## src/rtl/conv_frame_streamer_if.sv

```systemverilog
// Pixel stream between the frame streamer and its sink.
// The payload is 24-bit RGB plus raster position markers.
interface conv_frame_streamer_if;
    logic [23:0] data;
    logic        valid;
    logic        ready;
    logic        sof;
    logic        eol;
    logic        eof;

    modport master (output data, valid, sof, eol, eof, input ready);
    modport slave  (input data, valid, sof, eol, eof, output ready);
endinterface

```

## src/rtl/conv_frame_streamer.sv

```systemverilog
// Snapshots a filtered 3-channel frame on start.
// It then streams the frame in raster order, one pixel per accepted beat, with sof/eol/eof markers.
module conv_frame_streamer #(
    parameter int H = 4,
    parameter int V = 4
) (
    input  logic                              clk,
    input  logic                              rst_n,
    input  logic [0:2][0:H-1][0:V-1][7:0]     frame,
    input  logic                              start,
    output logic                              busy,
    output logic                              done,
    conv_frame_streamer_if.master             m
);
    localparam int IW = (H > 1) ? $clog2(H) : 1;
    localparam int JW = (V > 1) ? $clog2(V) : 1;

    typedef enum logic [1:0] {IDLE, SEND, FIN} state_t;

    state_t                          state_p0, state_nxt;
    logic [IW-1:0]                   i_p0;
    logic [JW-1:0]                   j_p0;
    logic [0:2][0:H-1][0:V-1][7:0]   snap_p0;
    logic                            take;
    logic                            hs;
    logic                            row_end;
    logic                            last;

    assign take    = (state_p0 == IDLE) && start;
    assign hs      = (state_p0 == SEND) && m.ready;
    assign row_end = (j_p0 == JW'(V - 1));
    assign last    = row_end && (i_p0 == IW'(H - 1));

    // ---- stage p0: control state and raster counters
    always_ff @(posedge clk) begin
        if (!rst_n) begin
            state_p0 <= IDLE;
        end else begin
            state_p0 <= state_nxt;
        end
    end

    always_ff @(posedge clk) begin
        if (!rst_n || take) begin
            i_p0 <= '0;
            j_p0 <= '0;
        end else if (hs) begin
            if (row_end) begin
                j_p0 <= '0;
                i_p0 <= (i_p0 == IW'(H - 1)) ? '0 : i_p0 + 1'b1;
            end else begin
                j_p0 <= j_p0 + 1'b1;
            end
        end
    end

    // Snapshot is pure data; it needs no reset because outputs are gated by valid.
    always_ff @(posedge clk) begin
        if (take) begin
            snap_p0 <= frame;
        end
    end

    always_comb begin
        state_nxt = state_p0;
        case (state_p0)
            IDLE:    if (start) state_nxt = SEND;
            SEND:    if (hs && last) state_nxt = FIN;
            FIN:     state_nxt = IDLE;
            default: state_nxt = IDLE;
        endcase
    end

    // ---- output: combinational from the registered state
    always_comb begin
        busy    = 1'b0;
        done    = 1'b0;
        m.valid = 1'b0;
        m.data  = '0;
        m.sof   = 1'b0;
        m.eol   = 1'b0;
        m.eof   = 1'b0;
        case (state_p0)
            SEND: begin
                busy    = 1'b1;
                m.valid = 1'b1;
                m.data  = {snap_p0[0][i_p0][j_p0], snap_p0[1][i_p0][j_p0],
                           snap_p0[2][i_p0][j_p0]};
                m.sof   = (i_p0 == '0) && (j_p0 == '0);
                m.eol   = row_end;
                m.eof   = last;
            end
            FIN:     done = 1'b1;
            default: ;
        endcase
    end
endmodule

```

## src/flat_wrapper.sv

```systemverilog
// flat-port wrapper written by rule: the top's interface ports become plain ports
module conv_frame_streamer_flat 
#(
    parameter int H = 4,
    parameter int V = 4
)
  (clk, rst_n, frame, start, busy, done, m_data, m_valid, m_sof, m_eol, m_eof, m_ready);
  conv_frame_streamer_if m_i ();
  input  logic clk;
  input  logic rst_n;
  input  logic [0:2][0:H-1][0:V-1][7:0] frame;
  input  logic start;
  output logic busy;
  output logic done;
  output wire logic [$bits(m_i.data)-1:0] m_data;
  output wire logic [$bits(m_i.valid)-1:0] m_valid;
  output wire logic [$bits(m_i.sof)-1:0] m_sof;
  output wire logic [$bits(m_i.eol)-1:0] m_eol;
  output wire logic [$bits(m_i.eof)-1:0] m_eof;
  input wire logic [$bits(m_i.ready)-1:0] m_ready;
  assign m_data = m_i.data;
  assign m_valid = m_i.valid;
  assign m_sof = m_i.sof;
  assign m_eol = m_i.eol;
  assign m_eof = m_i.eof;
  assign m_i.ready = m_ready;
  conv_frame_streamer #(.H(H), .V(V)) u_core (.clk(clk), .rst_n(rst_n), .frame(frame), .start(start), .busy(busy), .done(done), .m(m_i));
endmodule
```

## config.mk

```make
export PLATFORM = sky130hd
export DESIGN_NAME = conv_frame_streamer_flat
export DESIGN_NICKNAME = d
export VERILOG_FILES = /design/src/rtl/conv_frame_streamer_if.sv /design/src/rtl/conv_frame_streamer.sv /design/src/flat_wrapper.sv
export SDC_FILE = /design/constraint.sdc
export NUM_CORES = 1
export LEC_CHECK = 0
export ABC_AREA = 1
export ABC_CLOCK_PERIOD_IN_PS = 10300
export BUFFER_PORTS_ARGS = -buffer_cell sky130_fd_sc_hd__buf_2
export CORE_ASPECT_RATIO = 1.1
export CORE_MARGIN = 5
export CORE_UTILIZATION = 50
export CTS_BUF_LIST = sky130_fd_sc_hd__clkbuf_4
export CTS_CLUSTER_DIAMETER = 30
export CTS_CLUSTER_SIZE = 30
export DETAILED_ROUTE_END_ITERATION = 12
export PLACE_DENSITY = 0.79
export SYNTH_ARGS = -nofsm -noshare
export SYNTH_HDL_FRONTEND = slang
export SYNTH_SLANG_ARGS = --single-unit
```

## constraint.sdc

```tcl
create_clock -name clk -period 10.3 [get_ports clk]
set_input_delay 2.06 -clock clk [delete_from_list [all_inputs] [get_ports clk]]
set_output_delay 2.06 -clock clk [all_outputs]
set_load 0.02 [all_outputs]
```

Word-level counts from Yosys, hierarchy flattened
Cells that the tools add are included.
Widths: inputs -> output; s select.
{"block": "totals", "regBits": 390, "in_bits": 388, "out_inout_bits": 30, "elab_cells": 104}
{"block": "classes", "addsub": 2, "magnitude_cmp": 2, "n_eq_ne": 6, "n_mux": 29, "n_bitwise": 2, "reduce_logical": 12}
{"operator": "$bmux 32 s2", "n": 3}
{"operator": "$mux 32", "n": 6}
{"operator": "$bmux 8 s2", "n": 3}
{"operator": "$mux 8", "n": 6}
{"operator": "$mux 24", "n": 1}
{"operator": "$mux 2", "n": 4}
{"operator": "$eq 2x2->1 const B", "n": 3}
{"operator": "$ge 3x3->1 const B", "n": 2}
{"operator": "$logic_not 2->1", "n": 3}
{"operator": "$not 2->3", "n": 2}
{"operator": "$logic_and 1x1->1", "n": 5}
{"operator": "$mux 1", "n": 5}
{"operator": "$add 2x1->2 const B", "n": 2}
{"operator": "$ne 2x2->1 const B", "n": 2}
{"operator": "$pmux 2 s2", "n": 1}
{"operator": "$reduce_and 2->1", "n": 2}
{"operator": "$eq 2x1->1 const B", "n": 1}
{"operator": "$logic_not 1->1", "n": 1}
{"operator": "$logic_or 1x1->1", "n": 1}

Logic depth before layout (Yosys ltp)
{"block": "depth", "ltp_word": 8, "depth_mapped": 9, "mapped_depth_nobuf": 7}

Worst setup path before layout
OpenSTA, ideal clock, no wires.
{"block": "synth_path", "path_kind": "input-to-reg", "startpoint": "input start", "endpoint": "register u_core.snap_p0[0] (netlist bit) (enable)", "setup_time_ns": 0.734, "arrival_ns": 9.560, "t_required_ns": 9.566, "path_slack_ns": 0.006, "stages": 2, "n_path_buf": 0, "path_cell_list": "nand2_1 -> inv_1"}
{"block": "synth_between", "elab_chain_cells": 1}
{"element": "start: declaration", "line_no": "flat_wrapper.sv:12", "text": "input logic start;"}
{"element": "$logic_and 1x1->1", "line_no": "conv_frame_streamer.sv:29", "text": "assign take = (state_p0 == IDLE) && start;"}
{"element": "net u_core.take", "line_no": "conv_frame_streamer.sv:24", "text": "logic take;"}
{"element": "end signal: assignment", "line_no": "conv_frame_streamer.sv:60", "text": "snap_p0 <= frame;"}
{"element": "end: declaration", "line_no": "conv_frame_streamer.sv:23", "text": "logic [0:2][0:H-1][0:V-1][7:0] snap_p0;"}
The timed path passes the listed nets, and every way through them passes these cells.
A chain may end at the register's enable or synchronous reset.

Worst setup path in the final report
{"block": "layout_path", "startpoint": "register u_core.i_p0[0]", "endpoint": "output m_data[11]"}
{"block": "layout_between", "elab_chain_cells": 8}
{"element": "start: declaration", "line_no": "conv_frame_streamer.sv:21", "text": "logic [IW-1:0] i_p0;"}
{"element": "start signal: assignment", "line_no": "conv_frame_streamer.sv:50", "text": "i_p0 <= (i_p0 == IW'(H - 1)) ? '0 : i_p0 + 1'b1;"}
{"element": "$not 2->3 (implied by the code)", "line_no": "conv_frame_streamer.sv:87", "text": "m.data = {snap_p0[0][i_p0][j_p0], snap_p0[1][i_p0][j_p0],"}
{"element": "$bmux 32 s2", "line_no": "conv_frame_streamer.sv:87"}
{"element": "$mux 32 (implied by the code) (2 in series)", "line_no": "conv_frame_streamer.sv:87"}
{"element": "$bmux 8 s2", "line_no": "conv_frame_streamer.sv:87"}
{"element": "$mux 8 (implied by the code) (2 in series)", "line_no": "conv_frame_streamer.sv:87"}
{"element": "$mux 24", "line_no": "conv_frame_streamer.sv:83", "text": "case (state_p0)"}
{"element": "end: declaration", "line_no": "flat_wrapper.sv:15", "text": "output wire logic [$bits(m_i.data)-1:0] m_data;"}
Every way passes these cells. The select of a mux whose other input is x is not followed.

==> results.md <==
- Outcome: finished clean
- Clock skew: about 0.043 ns
- Pre-antenna DRT Iters: 5
- Hold_ws: 0.707 ns
- Period utilization: between 60 and 70%
- Maximum clock rate: 157 MHz
- Sw Ratio: 24.8%
- Synth async-reset ratio: 0%
- Mapped Area: approximately 16,000 um^2
- CP Capture Type: primary output
- CTS tree: built
- Final Wtd Congestion: between 0.8 and 0.9
- VDD IR max: around 120 uV
- Cells after Synth: 1,542
- Initial drt markers: roughly 1,400
- Top FF cell, synth: edfxtp_1
- Critical path arrival: 4.31 ns
- WL final: about 51 mm
- Layout cells sized above 1: about 28%
- Min cycle time layout: 6.37 ns
- Nets: between 2,000 and 2,500
- Synth area leader: edfxtp_1
- P_int: 2.72 mW
- Die area: approximately 37,000 um^2
- Site Rows: slightly below 70
- IO Port Bufs: 417
- Die X: 183 um
- Initial Utilization: between 50% and 60%
- DP HPWL: between 30 and 40 mm
- Core area: roughly 32,000 um^2
- Initial antenna violation count: 15
- Worst-Margin Slew: between 1 and 1.5 ns
- Reg clk slew, reported paths: 0.09 ns
- Maxcap violations: 0
- Setup slack after layout: 3.93 ns
- GRT Total Usage: between 20% and 30%
- Hold Startpoint: u_core.state_p0[1]
- Clock tree buffer depth: 3
- CTS resizes: 0
- Cell variety after synth: 17
- Placed Area: approximately 19,000 um^2
- Sequential power share: a little over half
- Area Overhead vs Synth: 22.8%
- PwrDens: 179 nW/um^2
- Critical path launch point type: register
- H-tree levels: 3
- Power Total: between 3 and 4 mW
- Hold WC Path Type: register to register
- Number of flops mapped to enable cells by yosys: between 300 and 400
- Antenna Nets Post-Route: 0
- Vias post-DR: between 10,000 and 15,000
- Final hold viol count: 0
- DIE HEIGHT: 200 um
- Critical path type: register to primary output
- Post-layout util: between 60% and 70%
- Root Buffer: clkbuf_4
- Rel. slew slack: slightly below 3%
- RR Startpoint: u_core.state_p0[0]
- Post-Layout Cell Count: approximately 2,500
- Comb power frac: roughly 7.3%
- Avg WL per Cell: about 20 um
- Cts hold-fix bufs: 0
- Global-route wire length before repair: about 73 mm
- Fin Setup TNS: 0 ns
- CTS Buf Count: 81
- Synth warn: 0
- Grt ovf: 0
- Setup violators final: 0
- Sink Count: 390
- Synth top cells by count: 581 x nand2_1, 384 x edfxtp_1, 240 x nand3_1
- Clk pwr share: about two fifths
- Post-synth top area share: between 70% and 80%
- Most common cell in the synthesized netlist: nand2_1
- Crit path max fanout: 71
- Worst EP required: around 8.2 ns
- Clock latency on the worst-skew pair: about 0.79 ns
- RSZ-0062 raised after global routing: false
- Mean Syn Cell Area: around 11 um^2
- FILL cells: ~2,600
- I/O pin count: 418
- Worst setup path start: u_core.i_p0[0]
- Area contributors post-synth: edfxtp_1 70%, nand2_1 13%, nand3_1 7.3%
- Vias per cell: between 5 and 6
- Post-synthesis sequential area ratio: roughly 70%
- Net Sw Power: about 0.9 mW
- Largest net degree at the start of global routing: 222
- Setup WS pre-CTS: between 4 and 5 ns
- Syn Nets: 1,934
- Vias in the first global route: about 13,000
- DRC: 0
- Post-CTS Setup Bufs: 0
- Synth Register Bits: 390
- Fin. max-slew vios: 0
- Placed Cells: approximately 2,300
- P_leak: between 9 and 10 nW
- Final Cell Area: slightly above 20,000 um^2
[final timing paths]
path,slack (ns),end,cells past startpoint
setup / recovery,3.93,m_data[11],9
hold / removal,0.71,u_core.state_p0[0],3
setup reg to reg,7.20,u_core.snap_p0[22],4
hold reg to reg,0.71,u_core.state_p0[0],3
[cell usage in the layout, fill, tap and decap left out, types with 2 or more instances in the layout]
cell and count:
inv_6 10, a21oi_1 27, buf_4 8, a211oi_1 4
dfxtp_1 3, buf_2 417, nand2_1 581, clkinv_4 2
clkinv_1 10, diode_2 10, inv_8 5, nand3_1 240
clkbuf_4 94, bufinv_16 11, edfxtp_1 384, nor3_1 2
ha_1 4, inv_1 199, clkinvlp_4 13, nor2_1 7
clkinv_2 9, dfxtp_4 2
[kinds of logic (layout without fill, tap and decap cells)]
family | after synthesis | in the layout | share of synthesized area, %
AOI/OAI and AO/OA | 32 | 32 | 1.04
and+or+nand+nor | 830 | 830 | 20.8
other | 0 | 10 | 0
buffers and inverters | 286 | 782 | 6.92
DFF | 390 | 390 | 70.9
adders and majority gates | 4 | 4 | 0.305
[flip-flops by register name (all words and copies together) (netlist names)]
register,cells
u_core.i_p0,2
u_core.snap_p0,384
u_core.j_p0,2
u_core.state_p0,2
[power groups by stage]
| stage | combinational, mW | clock (mW) | sequential (mW) |
|---|---|---|---|
| finish | 0.263 | 1.46 | 1.89 |
| global route | 0.287 | 1.57 | 1.90 |
| CTS | 0.264 | 1.48 | 1.89 |
| detailed placement | 0.261 | 0 | 1.93 |
| global placement | 0.256 | 0 | 1.92 |
| floorplan | 0.119 | 0 | 1.95 |
[critical path: stages, from the launching register on]
cell,delay (ns)
dfxtp_4,0.84
buf_4,0.68
buf_4,0.64
nand2_1,0.10
nand2_1,0.09
nand2_1,0.05
nand3_1,0.10
nand3_1,0.23
a21oi_1,0.41
buf_2,0.25
[final cells by class]
class                   instances  area [um^2]  share of cell area, %
flip-flops and latches        390        11700                   57.8
multi-input cells             866         3640                   18.0
repair buffers                426         2170                   10.7
inverters                     204          781                   3.87
clock buffers                  94          706                   3.50
clock inverters                58          664                   3.29
well taps                     426          533                   2.64
diodes                         10         25.0                  0.124
[metal layers]
layer	global-route usage [%]	wire [um]
met1	31.2	17800
met2	46.9	25600
met3	7.67	4980
met4	13.8	2500
met5	0	63
No activity file was read; power rests on OpenSTA's default activity.
